<file path="config.mk">
export PLATFORM = sky130hd
export DESIGN_NAME = band_gain_scale
export DESIGN_NICKNAME = d
export VERILOG_FILES = /design/src/rtl/band_gain_scale.sv
export SDC_FILE = /design/constraint.sdc
export NUM_CORES = 1
export LEC_CHECK = 0
export ABC_CLOCK_PERIOD_IN_PS = 16100
export BUFFER_PORTS_ARGS = -buffer_cell sky130_fd_sc_hd__buf_2
export CAP_MARGIN = 25
export CORE_MARGIN = 5
export CORE_UTILIZATION = 45
export CTS_BUF_LIST = sky130_fd_sc_hd__clkbuf_4
export CTS_CLUSTER_DIAMETER = 150
export DETAILED_ROUTE_END_ITERATION = 6
export GPL_ROUTABILITY_DRIVEN = 0
export SLEW_MARGIN = 25
export SYNTH_ARGS = -nofsm -noshare
export SYNTH_HDL_FRONTEND = slang
export SYNTH_SLANG_ARGS = --single-unit
</file>
<file path="constraint.sdc">
create_clock -name clk -period 16.1 [get_ports clk]
set_clock_uncertainty 0.1 [all_clocks]
set_input_delay 3.22 -clock clk [delete_from_list [all_inputs] [get_ports clk]]
set_output_delay 3.22 -clock clk [all_outputs]
set_load 0.02 [all_outputs]
</file>
<file path="src/rtl/band_gain_scale.sv">
// ============================================================================
// band_gain_scale
// ----------------------------------------------------------------------------
// Applies a per-band gain to the five equalizer band samples (LP, B1, B2,
// B3, HP). One shared 16x13 multiplier is stepped across the bands in five
// consecutive cycles. The saturated 16-bit results go to the five-way band
// summer downstream. A new sample set can be accepted every 6 clocks.
//
// Parameters
//   GAIN_W  unsigned gain width. 1 << (GAIN_W-1) is unity gain.
//   FRAC    product right-shift. Must equal GAIN_W-1.
//
// Ports
//   clk                     system clock, rising edge
//   rst_n                   asynchronous active-low reset
//   start                   scale the presented set (ignored while busy)
//   LP,B1,B2,B3,HP          signed 16-bit band samples
//   LP_gain..HP_gain        unsigned GAIN_W-bit band gains
//   LP_scl..HP_scl          registered, saturated scaled bands; all five
//                           update together on the valid edge
//   valid                   one-cycle pulse when the *_scl outputs update
//   busy                    high while a set is being processed
//
// Build option
//   BAND_SCALE_ROUND_EN     when defined, adds 2^(FRAC-1) before the shift
//                           (round half up). Otherwise the shift truncates
//                           toward -inf. Latency is the same in both builds.
// ============================================================================
module band_gain_scale #(
    parameter int GAIN_W = 12,
    parameter int FRAC   = 11
) (
    input  logic                     clk,
    input  logic                     rst_n,
    input  logic                     start,
    input  logic signed [15:0]       LP,
    input  logic signed [15:0]       B1,
    input  logic signed [15:0]       B2,
    input  logic signed [15:0]       B3,
    input  logic signed [15:0]       HP,
    input  logic        [GAIN_W-1:0] LP_gain,
    input  logic        [GAIN_W-1:0] B1_gain,
    input  logic        [GAIN_W-1:0] B2_gain,
    input  logic        [GAIN_W-1:0] B3_gain,
    input  logic        [GAIN_W-1:0] HP_gain,
    output logic signed [15:0]       LP_scl,
    output logic signed [15:0]       B1_scl,
    output logic signed [15:0]       B2_scl,
    output logic signed [15:0]       B3_scl,
    output logic signed [15:0]       HP_scl,
    output logic                     valid,
    output logic                     busy
);

    localparam int DATA_W = 16;
    localparam int NBANDS = 5;
    // Signed sample times the zero-extended gain.
    localparam int PROD_W = DATA_W + GAIN_W + 1;
    // Width left once the fractional bits are dropped.
    localparam int SHR_W  = PROD_W - FRAC;

    localparam logic signed [DATA_W-1:0] SAT_MAX = {1'b0, {(DATA_W-1){1'b1}}};
    localparam logic signed [DATA_W-1:0] SAT_MIN = {1'b1, {(DATA_W-1){1'b0}}};
    localparam logic signed [PROD_W-1:0] RND_BIAS = PROD_W'(1 << (FRAC - 1));

    localparam logic [0:0] S_IDLE = 1'b0;
    localparam logic [0:0] S_MUL  = 1'b1;
    localparam logic [2:0] IDX_LAST = 3'd4;

    // ------------------------------------------------------------------------
    // Drop the FRAC fractional bits, with optional round-half-up.
    // Taking the upper bits of a signed word is an arithmetic shift.
    // The bias cannot overflow PROD_W: the largest product magnitude is below
    // 2^(PROD_W-2).
    // ------------------------------------------------------------------------
    function automatic logic signed [SHR_W-1:0] round_shift(
        input logic signed [PROD_W-1:0] p
    );
        logic signed [PROD_W-1:0] biased;
`ifdef BAND_SCALE_ROUND_EN
        biased = p + RND_BIAS;
`else
        biased = p;
`endif
        return biased[PROD_W-1:FRAC];
    endfunction

    // ------------------------------------------------------------------------
    // Clamp to DATA_W bits.
    // The value fits only if every bit from the sign bit down to bit DATA_W-1
    // matches. If it does not fit, the sign selects the rail.
    // ------------------------------------------------------------------------
    function automatic logic signed [DATA_W-1:0] sat(
        input logic signed [SHR_W-1:0] v
    );
        logic [SHR_W-DATA_W:0] top;
        top = v[SHR_W-1:DATA_W-1];
        if (top != {(SHR_W-DATA_W+1){v[SHR_W-1]}})
            return v[SHR_W-1] ? SAT_MIN : SAT_MAX;
        else
            return v[DATA_W-1:0];
    endfunction

    logic [0:0] state;
    logic [2:0] idx;

    // Latched sample set; inputs may change freely after the start edge.
    logic signed [DATA_W-1:0] smp_p0  [NBANDS];
    logic        [GAIN_W-1:0] gain_p0 [NBANDS];
    // Working results for LP..B3; HP goes straight to its output.
    logic signed [DATA_W-1:0] res_p1  [NBANDS-1];

    logic signed [DATA_W-1:0] sel_smp;
    logic        [GAIN_W-1:0] sel_gain;
    logic signed [PROD_W-1:0] smp_x;
    logic signed [PROD_W-1:0] gain_x;
    logic signed [PROD_W-1:0] prod;
    logic signed [DATA_W-1:0] sat_val;

    // ------------------------------------------------------------------------
    // Stage p0 -> p1: select the band, multiply, shift, saturate
    // ------------------------------------------------------------------------
    always_comb begin
        sel_smp  = smp_p0[0];
        sel_gain = gain_p0[0];
        case (idx)
            3'd0: begin sel_smp = smp_p0[0]; sel_gain = gain_p0[0]; end
            3'd1: begin sel_smp = smp_p0[1]; sel_gain = gain_p0[1]; end
            3'd2: begin sel_smp = smp_p0[2]; sel_gain = gain_p0[2]; end
            3'd3: begin sel_smp = smp_p0[3]; sel_gain = gain_p0[3]; end
            3'd4: begin sel_smp = smp_p0[4]; sel_gain = gain_p0[4]; end
            default: begin sel_smp = smp_p0[0]; sel_gain = gain_p0[0]; end
        endcase
    end

    // Widen both operands to the product width before multiplying.
    // The gain is unsigned, so it is zero-extended.
    assign smp_x   = {{(PROD_W-DATA_W){sel_smp[DATA_W-1]}}, sel_smp};
    assign gain_x  = {{(PROD_W-GAIN_W){1'b0}}, sel_gain};
    assign prod    = smp_x * gain_x;
    assign sat_val = sat(round_shift(prod));

    // ------------------------------------------------------------------------
    // Sequencer: latch the inputs, step idx over the bands, commit the outputs
    // ------------------------------------------------------------------------
    always_ff @(posedge clk or negedge rst_n) begin
        if (!rst_n) begin
            state  <= S_IDLE;
            idx    <= 3'd0;
            busy   <= 1'b0;
            valid  <= 1'b0;
            LP_scl <= '0;
            B1_scl <= '0;
            B2_scl <= '0;
            B3_scl <= '0;
            HP_scl <= '0;
            for (int i = 0; i < NBANDS; i++) begin
                smp_p0[i]  <= '0;
                gain_p0[i] <= '0;
            end
            for (int i = 0; i < NBANDS - 1; i++)
                res_p1[i] <= '0;
        end else begin
            valid <= 1'b0;
            case (state)
                S_IDLE: begin
                    if (start) begin
                        smp_p0[0]  <= LP;
                        smp_p0[1]  <= B1;
                        smp_p0[2]  <= B2;
                        smp_p0[3]  <= B3;
                        smp_p0[4]  <= HP;
                        gain_p0[0] <= LP_gain;
                        gain_p0[1] <= B1_gain;
                        gain_p0[2] <= B2_gain;
                        gain_p0[3] <= B3_gain;
                        gain_p0[4] <= HP_gain;
                        idx        <= 3'd0;
                        busy       <= 1'b1;
                        state      <= S_MUL;
                    end
                end
                S_MUL: begin
                    if (idx == IDX_LAST) begin
                        // All five outputs change together on this edge.
                        LP_scl <= res_p1[0];
                        B1_scl <= res_p1[1];
                        B2_scl <= res_p1[2];
                        B3_scl <= res_p1[3];
                        HP_scl <= sat_val;
                        valid  <= 1'b1;
                        busy   <= 1'b0;
                        idx    <= 3'd0;
                        state  <= S_IDLE;
                    end else if (idx < IDX_LAST) begin
                        res_p1[idx[1:0]] <= sat_val;
                        idx              <= idx + 3'd1;
                    end else begin
                        // idx should never exceed 4. If it does, drop the
                        // set and return to IDLE instead of stalling.
                        idx   <= 3'd0;
                        busy  <= 1'b0;
                        state <= S_IDLE;
                    end
                end
                default: begin
                    idx   <= 3'd0;
                    busy  <= 1'b0;
                    state <= S_IDLE;
                end
            endcase
        end
    end

endmodule

</file>
==> run summary <==
drt first pass iters - 5
share of layout cells above drive strength 1 - 23.6%
grt ovf - 0
vias per cell - 5.21
max-slew violation count - 0
XOR/XNOR share of the synthesized area - 1.09%
vias in the first global route - 15400
cell family with most CP delay - adder cells
complex-gate fraction of the synthesized area - 9.01%
initial antenna violation count - 9
cts hold-fix bufs - 0
Synth Warn # - 0
outcome - completed
worst slack, placed - 7.39 ns
Skew-Pair Late Insertion Delay - 0.72 ns
vias - 14400
die area - 46300 µm²
IO Port Bufs - 224
CTS tree - done
Syn Inst Count - 1937
Initial Util - 45.4%
CTS sink count - 290
Netlist cell types - 54
Most used DFF post-synth - dfrtp_1
slew of the pin with the lowest slew margin - 1.04 ns
fin crit share - 54.5%
Post-CTS Setup Inserts - 0
endpoints failing hold - 0
Total GRT Usage - 22.5%
drc violations - 0
core footprint - 41800 µm²
FF+latch area - 7260 µm²
H-tree depth - 3
chip width - 215 µm
Critical Path Fanout Max - 40
fmax - 114 MHz
ranking of synthesized cells by area - dfrtp_1 (38%), fa_1 (19%), mux2_2 (8.4%), nand2_1 (8.4%), inv_1 (5.2%)
Worst Setup Start Kind - flop
R2R setup slack - 7.33 ns
max_cap viols - 0
# resized after CTS - 0
Rel. slew slack - 30.6%
Filler cells - 3907
area leader, netlist - dfrtp_1
HPWL Detailed - 39600 µm
Worst EP arrival - 9.24 ns
ys async rst share - 100%
setup TNS - 0 ns
total wire length - 51700 µm
CTS Buffer Depth - 3
Worst path slowest cell - fa_1
Multi-input gate area - 10400 µm²
synthesized cell area - 18900 µm²
Wirelength per Cell - 18.7 µm
minimum clock period - 8.77 ns
DR iter-0 viols - 943
CP startpoint - idx[0]
Mapped Avg Cell Area - 9.78 µm²
CTS root buf - clkbuf_4
Worst path most repeated cell - fa_1
clk slew on worst S/H paths - 0.06 ns
largest family of logic cells by synthesized area - adder cells
synthesized flop and latch total - 290
nature of the critical path endpoint - flop
mux share of post-synthesis cell area - 8.44%
worst path required time - 16.57 ns
HP Class - flop to flop
Yosys top cell area share - 38.3%
post-synth net total - 2324
final worst slack - 7.33 ns
max incr delay on CP - 0.63 ns
synthesized-area fraction occupied by adder cells - 23.1%
FF-to-FF path depth - 26
number of flops mapped to enable cells by yosys - 0
worst r2r dst - res_p1[40]
Die H - 215 µm
RR Startpoint - idx[0]
Final Setup Violations - 0
row count - 75
fin util - 51.7%
crit path to - res_p1[40]
ANT nets after route - 0
synthesis-to-finish area growth - 14.0%
largest net degree at the start of global routing - 168
cell depth of the worst setup path - 26
post-synthesis sequential area ratio - 38.3%
# IOs - 225
RSZ-0062 raised after global routing - false
simple-gate share of the synthesized area - 13.0%
Final nets - 2558
first-pass GRT wire length - 83700 µm
WP buf/inv - 5
WS Path Type - flop to flop
number of CTS-inserted buffers - 77
-- flip-flops by register name, summed over array words and instances (netlist names), 3 cells and up --
| signal | flops |
|---|---|
| smp_p0 | 80 |
| res_p1 | 64 |
| gain_p0 | 60 |
| B1_scl | 16 |
| B2_scl | 16 |
| B3_scl | 16 |
| HP_scl | 16 |
| LP_scl | 16 |
| idx | 3 |
-- placed cells by master, fill, tap and decap left out, types with 4 or more instances in the layout --
cell type,synthesis,final
o21ai_0,62,62
fa_1,177,177
or2_2,4,4
nand4_1,9,9
a21oi_1,78,76
clkbuf_4,0,114
xnor2_1,12,12
xor2_1,9,9
a31oi_1,8,8
ha_1,67,67
nor3_1,12,12
mux2_2,142,142
buf_4,0,13
nor2b_1,10,6
nor2_1,112,112
nand3_1,12,12
nand2_1,426,425
a22oi_1,54,54
a21o_1,20,20
dfrtp_1,290,290
inv_1,264,264
buf_2,3,223
clkinv_1,0,8
and3_1,4,4
diode_2,0,5
and2_1,12,12
nand2b_1,5,5
o21ai_1,21,21
clkinv_2,0,4
a211o_1,4,4
-- logic make-up after synthesis --
logic type	Yosys count
buffers and inverters	350
flip-flops	290
adder cells (fa/ha/maj)	244
XOR/XNOR	22
multiplexers	142
AND/OR/NAND/NOR	613
AO/OA/AOI/OAI	276
-- worst register-to-register path: stages, from the launching register on --
cell and delay (ns):
dfrtp_1 0.40, inv_1 0.08, ha_1 0.28, nor4_2 0.46, or2_1 0.25, buf_4 0.40
nand2_1 0.18, nand3_1 0.50, nand2_1 0.27, fa_1 0.63, inv_1 0.13, fa_1 0.49
fa_1 0.51, fa_1 0.49, inv_1 0.05, fa_1 0.47, inv_1 0.04, ha_1 0.37
a21oi_1 0.22, o21ai_0 0.13, a21boi_0 0.20, o21ai_0 0.14, a21o_1 0.20, a41oi_1 0.38
o211ai_2 0.44, a21oi_1 0.61, o21ai_0 0.19
-- cell type report --
type	count	area share, %
sequential	290	33.6
timing repair buffer	240	6.04
tap	539	3.12
clock inverter	19	0.452
clock buffer	114	3.96
inverter	265	4.61
multi-input combinational	1297	48.1
antenna	5	0.0580
-- layer usage --
layer / global-route usage [%] / vias up / wire (µm)
met5: 0 / - / 81
met3: 4.76 / 100 / 3030
met1: 29.6 / 7159 / 22100
met2: 37.8 / 453 / 25100
li1: - / 6703 / -
met4: 6.57 / 12 / 1300
-- stage by stage --
step / hold WS (ns) / cell area [µm²] / instances
final: 0.359 / 21600 / 2769
after global routing: 0.382 / 21600 / 2769
after CTS: 0.350 / 21500 / 2762
after detailed placement: 0.355 / 20600 / 2629
after global placement: 0.348 / 20600 / 2629
after floorplan: 0.339 / 18900 / 1937
-- synth_stat cells (all sizes together), types with 5 or more instances --
cell type and n:
a21o 20, nor3 13, fa 177, nor2b 10, xor2 9, nand3 12
a22oi 56, inv 265, o21ai 83, nand2 426, clkbuf 72, mux2 142
dfrtp 290, nand2b 5, or2 5, nand4 9, nor2 112, a31oi 8
a21oi 78, and2 13, ha 67, xnor2 12, buf 13
-- how the worst min path moves through the flow --
stage | from | end | depth (start not counted)
after floorplan | res_p1[32] | B1_scl[0] | 2
after global placement | res_p1[16] | B2_scl[0] | 2
after detailed placement | res_p1[52] | LP_scl[4] | 2
after CTS | res_p1[42] | B1_scl[10] | 2
after global routing | res_p1[42] | B1_scl[10] | 2
final | res_p1[42] | B1_scl[10] | 2
Power is left out: the tool's default activity adds up to more than one toggle a clock period on the data nets, which glitch-free logic cannot reach.
